<file path="src/rtl/div_issue_queue.sv">
// rtl/div_issue_queue.sv - request FIFO and result register around an 8-bit combinational divider (optional macro DIV_ISSUE_DZ_FLAG_EN)

// Unsigned restoring divider; a zero divisor yields quot=8'hFF, mod=lop.
module CombDivider8 (
    input  logic [7:0] lop,
    input  logic [7:0] rop,
    output logic [7:0] quot,
    output logic [7:0] mod
);
    logic [8:0] rem;

    // Shift in one dividend bit per step and subtract the divisor when it fits.
    always_comb begin
        rem  = 9'd0;
        quot = 8'd0;
        for (int i = 7; i >= 0; i--) begin
            rem = {rem[7:0], lop[i]};
            if (rem >= {1'b0, rop}) begin
                rem     = rem - {1'b0, rop};
                quot[i] = 1'b1;
            end
        end
        mod = rem[7:0];
    end
endmodule

module div_issue_queue #(
    parameter int DEPTH = 4,
    parameter int TAG_W = 4
) (
    input  logic                     clk,
    input  logic                     reset_n,
    input  logic                     in_valid,
    output logic                     in_ready,
    input  logic [7:0]               in_lop,
    input  logic [7:0]               in_rop,
    input  logic [TAG_W-1:0]         in_tag,
    output logic                     out_valid,
    input  logic                     out_ready,
    output logic [7:0]               out_quot,
    output logic [7:0]               out_mod,
    output logic [TAG_W-1:0]         out_tag,
    output logic                     out_dz,
    output logic [$clog2(DEPTH):0]   count
);
    localparam int PW = $clog2(DEPTH);
    localparam int CW = PW + 1;

    logic [7:0]       lop_mem_q [DEPTH];
    logic [7:0]       rop_mem_q [DEPTH];
    logic [TAG_W-1:0] tag_mem_q [DEPTH];

    logic [PW-1:0]    wr_ptr_q, rd_ptr_q;
    logic [CW-1:0]    count_q, count_d;
    logic             valid_q;
    logic [7:0]       quot_q, mod_q;
    logic [TAG_W-1:0] tag_q;

    logic             accept, load;
    logic [7:0]       head_lop, head_rop, div_quot, div_mod;

    assign in_ready  = (count_q != CW'(DEPTH));
    assign count     = count_q;
    assign accept    = in_valid && in_ready;
    // The result register takes a new head whenever it is empty or being drained.
    assign load      = (count_q != '0) && (!valid_q || out_ready);
    assign head_lop  = lop_mem_q[rd_ptr_q];
    assign head_rop  = rop_mem_q[rd_ptr_q];

    assign out_valid = valid_q;
    assign out_quot  = quot_q;
    assign out_mod   = mod_q;
    assign out_tag   = tag_q;

    CombDivider8 u_div (
        .lop  (head_lop),
        .rop  (head_rop),
        .quot (div_quot),
        .mod  (div_mod)
    );

    // Request storage; contents are don't-care until written, so no reset.
    always_ff @(posedge clk) begin
        if (accept) begin
            lop_mem_q[wr_ptr_q] <= in_lop;
            rop_mem_q[wr_ptr_q] <= in_rop;
            tag_mem_q[wr_ptr_q] <= in_tag;
        end
    end

    // Occupancy follows push/pop; simultaneous push and pop cancel out.
    always_comb begin
        count_d = count_q;
        case ({accept, load})
            2'b10:   count_d = count_q + CW'(1);
            2'b01:   count_d = count_q - CW'(1);
            default: count_d = count_q;
        endcase
    end

    // Pointers and occupancy; pointers wrap naturally because DEPTH is a power of two.
    always_ff @(posedge clk or negedge reset_n) begin
        if (!reset_n) begin
            wr_ptr_q <= '0;
            rd_ptr_q <= '0;
            count_q  <= '0;
        end else begin
            if (accept) wr_ptr_q <= wr_ptr_q + PW'(1);
            if (load)   rd_ptr_q <= rd_ptr_q + PW'(1);
            count_q <= count_d;
        end
    end

    // Result register: load from divider on pop, otherwise drop valid once consumed.
    always_ff @(posedge clk or negedge reset_n) begin
        if (!reset_n) begin
            valid_q <= 1'b0;
            quot_q  <= '0;
            mod_q   <= '0;
            tag_q   <= '0;
        end else if (load) begin
            valid_q <= 1'b1;
            quot_q  <= div_quot;
            mod_q   <= div_mod;
            tag_q   <= tag_mem_q[rd_ptr_q];
        end else if (out_ready) begin
            valid_q <= 1'b0;
        end
    end

`ifdef DIV_ISSUE_DZ_FLAG_EN
    logic dz_q;
    assign out_dz = dz_q;

    // Divide-by-zero flag travels with the result it describes.
    always_ff @(posedge clk or negedge reset_n) begin
        if (!reset_n) begin
            dz_q <= 1'b0;
        end else if (load) begin
            dz_q <= (head_rop == 8'd0);
        end
    end
`else
    assign out_dz = 1'b0;
`endif

endmodule

</file>
<file path="config.mk">
export PLATFORM = sky130hd
export DESIGN_NAME = div_issue_queue
export DESIGN_NICKNAME = d
export VERILOG_FILES = /design/src/rtl/div_issue_queue.sv
export SDC_FILE = /design/constraint.sdc
export NUM_CORES = 1
export LEC_CHECK = 0
export BUFFER_PORTS_ARGS = -buffer_cell sky130_fd_sc_hd__buf_4
export CAP_MARGIN = 20
export CORE_MARGIN = 2
export CORE_UTILIZATION = 45
export DETAILED_ROUTE_END_ITERATION = 8
export GPL_ROUTABILITY_DRIVEN = 0
export PLACE_DENSITY_LB_ADDON = 0.08
export SYNTH_ARGS = -nofsm -noshare
export SYNTH_HDL_FRONTEND = slang
export SYNTH_SLANG_ARGS = --single-unit
</file>
<file path="constraint.sdc">
create_clock -name clk -period 18.1 [get_ports clk]
set_clock_uncertainty 0.1 [all_clocks]
set_input_delay 0.905 -clock clk [delete_from_list [all_inputs] [get_ports clk]]
set_output_delay 0.905 -clock clk [all_outputs]
set_load 0.01 [all_outputs]
</file>
---- After elaboration in Yosys (flattened, before gate mapping) ----
Memory sizes are Yosys's and may differ from the RTL's. A register that Yosys moved wholly into a read port is not among the register bits.
Index checks and enable logic that the tools add are counted.
storage, ports and cells
  memories ................................ 3
  flip-flop bits (word level) ............. 24
  output and inout bits ................... 26
  input bits .............................. 24
  bits in writable memories ............... 80
  logic and storage cells ................. 61
cells by class
  reduce and logical (&&, ||, !) cells .... 8
  equal/unequal tests ..................... 3
  muxes and demuxes ....................... 21
  magnitude comparators ................... 8
  add/sub/neg operators ................... 12
memories
  name       words  width  rd ports  clocked after Yosys merged registers in  wr ports  line  source
  lop_mem_q  4      8      1         0                                        1         49    logic [7:0] lop_mem_q [DEPTH];
  rop_mem_q  4      8      1         0                                        1         50    logic [7:0] rop_mem_q [DEPTH];
  tag_mem_q  4      4      1         1                                        1         51    logic [TAG_W-1:0] tag_mem_q [DEPTH];
operators with widths
  cell                   count
  $mux W8                8
  $ge A9 B8 Y1           7
  $sub A8 B8 Y8          7
  $mux W1                12
  $ge A1 B8 Y1           1
  $sub A1 B8 Y8          1
  $pmux W3 S2            1
  $add A2 B1 Y2 const B  2
  $reduce_bool A2 Y1     2
  $add A3 B1 Y3 const B  1
  $ne A3 B3 Y1 const B   1
  $reduce_bool A3 Y1     1
  $sub A3 B1 Y3 const B  1
  $eq A2 B1 Y1 const B   1
  $eq A2 B2 Y1 const B   1
  $logic_and A1 B1 Y1    2
  $logic_not A1 Y1       2
  $logic_or A1 B1 Y1     1

---- Longest topological paths before layout ----
Gate-level depths: netlist (run 1).
An unclocked memory read counts as a cell.
  depth in word-level cells ............... 17
  depth in mapped cells ................... 85
  mapped depth without buffers ............ 80

---- By module ----
From an unflattened synthesis (run 1), not the netlist that was laid out.
unflattened totals
  cell total of the unflattened synthesis .. 621
  area total of the unflattened synthesis .. 7387.1 sq um
by module, submodules not included
  module           cells an instance  times used  area each (sq um)
  div_issue_queue  189                1           4154.0
  CombDivider8     432                1           3233.1

---- Worst setup path after synthesis (run 1) ----
OpenSTA, ideal clock, no wires.
  path type ............................... register to register
  from .................................... reg rd_ptr_q[0]
  to ...................................... reg mod_q[2], in the netlist out_mod[2]
  setup time .............................. 0.132 ns
  data required time ...................... 17.868 ns
  arrival ................................. 17.271 ns
  path slack .............................. 0.597 ns
  cell stages (with the launch flop) ...... 82
  clock period less this slack ............ 17.503 ns
  buffers on the path ..................... 6
  path through ............................ dfrtp_1 > buf_6 > clkbuf_1 > buf_1 > mux4_2 > ha_1 > and2_0 > a221oi_1 > nor3_1 > and2_1 > ha_1 > a21oi_1 > o21ai_0 > a221o_1 > nor2_1 > mux2_2 > inv_1 > ha_1 > [46 not listed] > o311ai_1 > nor4_2 > buf_4 > nor3_1 > or2_2 > ha_1 > nor2b_1 > o21ai_0 > a21boi_0 > o21ai_0 > a21boi_0 > o21a_1 > nor2_1 > o21ai_0 > a21o_1 > a221o_2 > a211oi_2 > o31ai_2
between the ends
  word-level cells in the longest chain between the ends .. 17
  elaborated cells between the ends (all ways) .. 26
RTL lines
  what                                                  line    source
  start, declared                                       53      logic [PW-1:0] wr_ptr_q, rd_ptr_q;
  start signal, assigned                                109     if (load) rd_ptr_q <= rd_ptr_q + PW'(1);
  $mem_v2 Z4 W8, on equally long branches               --
  $sub A1 B8 Y8 / $ge A1 B8 Y1 (equally long branches)  19, 18
  $mux W8                                               18      if (rem >= {1'b0, rop}) begin
  $sub A8 B8 Y8 / $ge A9 B8 Y1 (equally long branches)  19, 18
  $mux W8                                               18
  $sub A8 B8 Y8 / $ge A9 B8 Y1 (equally long branches)  19, 18
  $mux W8                                               18
  $sub A8 B8 Y8 / $ge A9 B8 Y1 (equally long branches)  19, 18
  $mux W8                                               18
  $sub A8 B8 Y8 / $ge A9 B8 Y1 (equally long branches)  19, 18
  $mux W8                                               18
  $sub A8 B8 Y8 / $ge A9 B8 Y1 (equally long branches)  19, 18
  $mux W8                                               18
  $sub A8 B8 Y8 / $ge A9 B8 Y1 (equally long branches)  19, 18
  $mux W8                                               18
  $ge A9 B8 Y1 / $sub A8 B8 Y8 (equally long branches)  18, 19
  $mux W8 (*)                                           18
  end signal, assigned                                  124     mod_q <= div_mod;
  end, declared                                         56      logic [7:0] quot_q, mod_q;
Mark *: on every way between the ends. The rest lies on a longest branch, timed or not.
A chain may end at the register's enable or synchronous reset.

---- Worst setup path after layout (run 1) ----
  from .................................... reg rd_ptr_q[0]
  to ...................................... reg mod_q[1], in the netlist out_mod[1]
The elaborated chain is that of the path after synthesis.

==> run_results.csv, run 1 <==
group,metric,value,unit
cts,worstSkewPairLatency,0.35,ns
global_routing,grt_max_degree,29,
cts,clockBufferDepth,2,
yosys,synth_top_cell_area_share,32.16,%
sta,hold_violations,0,
global_routing,grt_pass1_vias,5559,
yosys,synth_edf_count,80,
job,maxCapViolCount,0,
layout,syn2layout_area_growth,16.30,%
yosys,synth_area_leaders,"edfxtp_1 (32%), ha_1 (11%), dfrtp_1 (9.4%)",
floorplanning,pin_count,50,
sta,setup_viol_count_final,0,
floorplanning,initial_core_util,45.53,%
route,drtIter0Drc,316,
yosys,synth_most_common_cell,"edfxtp_1",
yosys,synth_largest_area_cell,"edfxtp_1",
placement,portBuffers,48,
cts,clock_sinks,108,
yosys,synth_commonest_cells,"edfxtp_1 (80), ha_1 (63), nand2_1 (63)",
route,vias_per_cell,5.692,
yosys,synth-seq-area-share,41.53,%
global_routing,grt_first_pass_wirelength,28990,µm
sta,max_clock_freq,58.18,MHz
route,antenna_left,0,
yosys,synthesis.area,0.007471,mm²
sta,period_share,94.96,%
route,routedWlPerCell,18.75,µm
yosys,async_flop_share,25.93,%
cts,path_clk_slew,0.08,ns
critical_path,cp-end-kind,"register",
sta,relSlewSlack,29.27,%
critical_path,startpoint_type,"register",
route,via_count,5550,
route,wl,18280,µm
yosys,synth_nets,773,
critical_path,crit_path_top_delay_cell,"or4_4",
global_routing,overflow,0,
critical_path,crit_type,"register to register",
critical_path,cp.arrival,17.32,ns
layout,drive_gt1_share,24.11,%
cts,cts_buffers,9,
yosys,avgSynthCellArea,11.02,µm²
floorplanning,fp.dieW,132.9,µm
floorplanning,core.rowCount,47,
min_path,hold_class,"primary input to async pin",
sta,worst_pin_slew,1.061,ns
yosys,netlist-cell-type-count,77,
cts,clock_tree.root_cell,"clkbuf_16",
floorplanning,die_area,0.01765,mm²
critical_path,crit_fanout,14,
critical_path,slowest_delay,0.64,ns
yosys,netlist_instances,678,
run_status,run_status,"finished, final reports clean",
layout,n_antenna_cell,0,
floorplanning,core,0.01641,mm²
route,drc,0,
cts,htree_levels,3,
route,first_pass_iters,4,
layout,utilization,52.96,%
cts,cts_tree,"built",
floorplanning,dieHeight,132.9,µm
global_routing,antenna_found_initial,0,
critical_path,cp_data_required_time,18.23,ns
global_routing,track_usage,20.93,%
placement,dpl.hpwl,13790,µm
sta,finalCriticalPeriod,17.19,ns
yosys,ys_seq_elements,108,
yosys,yosysWarnings,0,
yosys,synth_ff_type,"edfxtp_1",
layout,fin_nets,845,
sta,drv_slew,0,
==> placed cells by master, fill, tap and decap left out, types with 3 or more instances in the layout <==
| cell type | count |
|---|---|
| edfxtp_1 | 80 |
| buf_4 | 76 |
| nand2_1 | 63 |
| ha_1 | 62 |
| inv_1 | 42 |
| nor2_1 | 37 |
| o21ai_0 | 36 |
| dfrtp_1 | 27 |
| xnor2_1 | 22 |
| mux2_2 | 22 |
| a21oi_1 | 20 |
| mux4_2 | 15 |
| nor2b_1 | 13 |
| xor2_1 | 13 |
| nand3_1 | 12 |
| and3_1 | 11 |
| nor3_1 | 11 |
| mux2i_1 | 10 |
| a21o_1 | 10 |
| o21a_1 | 10 |
| clkbuf_16 | 9 |
| and2_1 | 8 |
| nand4_1 | 8 |
| fa_1 | 8 |
| o21ai_1 | 7 |
| a21oi_2 | 6 |
| nand2b_1 | 6 |
| a21boi_0 | 6 |
| o211ai_1 | 6 |
| a31oi_1 | 6 |
| or2_2 | 4 |
| or3_1 | 4 |
| o31ai_2 | 4 |
| and4_1 | 3 |
| a211o_1 | 3 |
| and3_4 | 3 |
| nand3_2 | 3 |
| nor4_2 | 3 |
| inv_6 | 3 |
==> worst max-delay path: cells and delay by family, from the launching register on <==
family,cells,cell delay [ns]
flops,1,0.45
simple gates,20,4.31
buf+inv,5,0.49
fa+ha+maj,7,2.00
compound gates,39,8.06
mux,4,1.64
==> final cells by class <==
| cell class | instances | area (µm²) |
|---|---|---|
| Inverter | 42 | 157.7 |
| Sequential cell | 108 | 3104 |
| Multi-Input combinational cell | 509 | 4215 |
| Clock buffer | 10 | 229.0 |
| Timing Repair Buffer | 80 | 651.9 |
| Fill cell | 1448 | 7719 |
| Tap cell | 220 | 275.3 |
| Clock inverter | 6 | 55.05 |
==> path summary, 6_finish.rpt <==
path,end,depth (start not counted),start,slack (ns)
max reg2reg,out_mod[1]$_DFFE_PN0P_,75,rd_ptr_q[0]$_DFFE_PN0P_,0.91
min,out_mod[7]$_DFFE_PN0P_,1,reset_n,0.38
max,out_mod[1]$_DFFE_PN0P_,75,rd_ptr_q[0]$_DFFE_PN0P_,0.91
min reg2reg,out_quot[3]$_DFFE_PN0P_,2,out_quot[3]$_DFFE_PN0P_,0.38
min in group clk,out_quot[3]$_DFFE_PN0P_,2,out_quot[3]$_DFFE_PN0P_,0.38
max in group asynchronous,rd_ptr_q[0]$_DFFE_PN0P_,1,reset_n,17.17
==> flip-flops by register name (all words and copies together), names as in the netlist <==
name / count
count: 3
tag_mem_q: 16
wr_ptr_q: 2
out_mod: 8
out_tag: 4
lop_mem_q: 32
rd_ptr_q: 2
out_quot: 8
rop_mem_q: 32
out_valid: 1
==> per-stage QoR <==
| stage | setup WS (ns) | hold WS, ns | std cells | setup TNS, ns | area [µm²] |
|---|---|---|---|---|---|
| floorplan | 0.5968 | 0.4139 | 678 | 0 | 7471 |
| global placement | 0.2625 | 0.3606 | 942 | 0 | 8104 |
| detailed placement | -0.1980 | 0.3638 | 943 | -1.289 | 8132 |
| CTS | 0.01828 | 0.3851 | 959 | 0 | 8422 |
| global route | -0.002979 | 0.4021 | 975 | -0.002979 | 8688 |
| finish | 0.9129 | 0.3802 | 975 | 0 | 8688 |
==> per-layer routing <==
| layer | share of wire [%] | track usage [%] | wire, µm | vias to the layer above |
|---|---|---|---|---|
| met5 | 0 | 0 | 0 | - |
| met4 | 2.0 | 6.571 | 367 | 0 |
| met3 | 3.9 | 3.793 | 716 | 31 |
| met2 | 49 | 35.66 | 8965 | 132 |
| met1 | 45 | 27.16 | 8232 | 2708 |
| li1 | - | - | - | 2679 |
==> logic make-up (layout without fill, tap and decap cells) <==
kind of cell / after synthesis / in the layout / share of synthesized area (%)
compound gates: 148 / 148 / 14.02
xor+xnor: 35 / 35 / 4.103
fa+ha+maj: 71 / 71 / 12.69
buf+inv: 61 / 138 / 3.651
flops: 108 / 108 / 41.53
mux: 48 / 48 / 9.362
other cells: 1 / 1 / 0.05019
simple gates: 206 / 206 / 14.59
==> what timing repair did <==
action,4_1_cts,5_1_grt
setup buffers,0,15
setup endpoints to repair,9,9
pin swaps,0,7
hold buffers,0,0
gates resized for setup,1,31
Power of run 1 is not shown: default switching activity piles up to over one toggle a cycle in this logic, so the estimate is an artifact.
==> run 2: changes to the inputs <==
==> constraint.sdc (replaced) <==
create_clock -name clk -period 20.4 [get_ports clk]
set_clock_uncertainty 0.1 [all_clocks]
set_input_delay 5.1 -clock clk [delete_from_list [all_inputs] [get_ports clk]]
set_output_delay 5.1 -clock clk [all_outputs]
set_load 0.01 [all_outputs]
==> run 2 against run 1 <==
  * Final cell count down 2.6%
  * Sequential cell count did not move
  * Worst setup slack improved by 0.46 ns
  * Register-to-register slack better by 0.46 ns
  * Die area did not move
  * Fmax down 9.7%
  * Core utilization decreased by 1.8 points
  * Routed wire length shrank 3.5%
  * Clock-buffer cell count is the same
==> run_results.csv, run 2 (same netlist as run 1, synthesis figures left out) <==
group,metric,value,unit
critical_path,startpoint_type,"register",
sta,worst_hold_slack,0.3861,ns
sta,relSlewSlack,30.03,%
critical_path,crit_fanout,19,
route,drtIter0Drc,363,
critical_path,crit_type,"register to register",
floorplanning,initial_core_util,45.53,%
cts,htree_levels,3,
global_routing,antenna_found_initial,0,
critical_path,crit_path_top_delay_cell,"mux4_1",
layout,fin_nets,820,
global_routing,grt_first_pass_wirelength,28570,µm
critical_path,cp-end-kind,"register",
placement,dpl.hpwl,13350,µm
cts,cts_tree,"built",
floorplanning,die_area,0.01765,mm²
floorplanning,pin_count,50,
sta,max_clock_freq,52.54,MHz
cts,clockBufferDepth,2,
cts,path_clk_slew,0.07,ns
critical_path,slowest_delay,0.69,ns
layout,final_common_cell,"edfxtp_1",
layout,seqCellArea,0.003105,mm²
global_routing,grt_pass1_vias,5454,
cts,cts_setup_buffers,0,
route,via_count,5437,
layout,multi_input_area,0.004101,mm²
route,antenna_left,0,
global_routing,overflow,0,
sta,rsz0062_at_grt,"no",
run_status,run_status,"finished, final reports clean",
sta,setup_viol_count_final,0,
global_routing,track_usage,20.63,%
sta,period_share,93.29,%
route,wl,17640,µm
cts,clock_sinks,108,
route,first_pass_iters,5,
layout,fillers,1461,
sta,hold_violations,0,
sta,drv_slew,0,
floorplanning,fp.dieW,132.9,µm
critical_path,crit_start,"rd_ptr_q[0]$_DFFE_PN0P_",
global_routing,grt_max_degree,29,
sta,finalCriticalPeriod,19.03,ns
layout,top_regs,"lop_mem_q x32, rop_mem_q x32, tag_mem_q x16",
route,drc,0,
critical_path,cp.arrival,19.12,ns
critical_path,r2r_start,"rd_ptr_q[0]$_DFFE_PN0P_",
cts,worstSkewPairLatency,0.35,ns
min_path,hold_class,"register to register",
floorplanning,core.rowCount,47,
layout,layout_common_cells,"edfxtp_1 (80), nand2_1 (63), ha_1 (63)",
route,routedWlPerCell,18.57,µm
cts,cts_buffers,9,
job,maxCapViolCount,0,
floorplanning,dieHeight,132.9,µm
placement,portBuffers,48,
critical_path,crit_top_cell,"o21ai_0",
route,vias_per_cell,5.723,
critical_path,cp_data_required_time,20.49,ns
cts,clock_tree.root_cell,"clkbuf_16",
layout,drive_gt1_share,18.90,%
sta,worst_pin_slew,1.050,ns
layout,n_antenna_cell,0,
sta,setup_tns,0,ns
layout,syn2layout_area_growth,12.39,%
min_path,worstHoldStart,"out_quot[6]$_DFFE_PN0P_",
cts,cts_hold_buf,0,
floorplanning,core,0.01641,mm²
==> run 2: cell count changes in the layout (fill, tap and decap cells not counted), moves of 3 or more <==
cell	before	now
o21ai_0	36	39
o21ai_1	7	4
a21oi_1	20	25
buf_4	76	53
a21oi_2	6	1
==> run 2: metrics by stage <==
step,setup slack (ns),cells,area (µm²),util [%]
after global routing,0.03796,950,8397,51.18
after floorplan,2.897,678,7471,-
after global placement,1.619,932,8029,48.94
after detailed placement,1.112,933,8056,49.10
final,1.368,950,8397,51.18
after CTS,1.060,949,8357,50.93
==> run 2: cell type report <==
class	instances	share of cell area, %
clock buffers	10	2.727
inverters	42	1.922
repair buffers	55	5.394
clock inverters	6	0.8494
multi-input cells	509	48.85
flip-flops and latches	108	36.98
well taps	220	3.278
==> run 2: path summary, 6_finish.rpt <==
| check | cells after the start | slack (ns) | endpoint |
|---|---|---|---|
| min reg2reg | 2 | 0.39 | out_quot[6]$_DFFE_PN0P_ |
| max | 75 | 1.37 | out_mod[1]$_DFFE_PN0P_ |
| min in group asynchronous | 1 | 4.59 | out_mod[7]$_DFFE_PN0P_ |
| max reg2reg | 75 | 1.37 | out_mod[1]$_DFFE_PN0P_ |
| max in group asynchronous | 1 | 15.28 | rd_ptr_q[0]$_DFFE_PN0P_ |
| min | 2 | 0.39 | out_quot[6]$_DFFE_PN0P_ |
==> run 2: layer usage <==
layer	global-route usage [%]	share of wire (%)	vias to the layer above
met5	0	0	-
met3	2.797	4.1	37
li1	-	-	2633
met2	33.36	47	148
met4	8.005	3.1	0
met1	28.32	46	2619
==> run 2: worst max-delay path: cells and delay by family, from the launching register on <==
kind | cells | cell delay, ns
flip-flops | 1 | 0.54
multiplexers | 5 | 2.21
buffers and inverters | 6 | 0.68
AO/OA/AOI/OAI | 36 | 8.36
adder cells (fa/ha/maj) | 7 | 1.86
AND/OR/NAND/NOR | 21 | 5.08
==> run 2: timing repair <==
action	in CTS	in global routing
gates resized for setup	0	4
endpoints found under the hold margin	0	0
setup endpoints to repair	0	9
Power of run 2 is left out for the same reason.
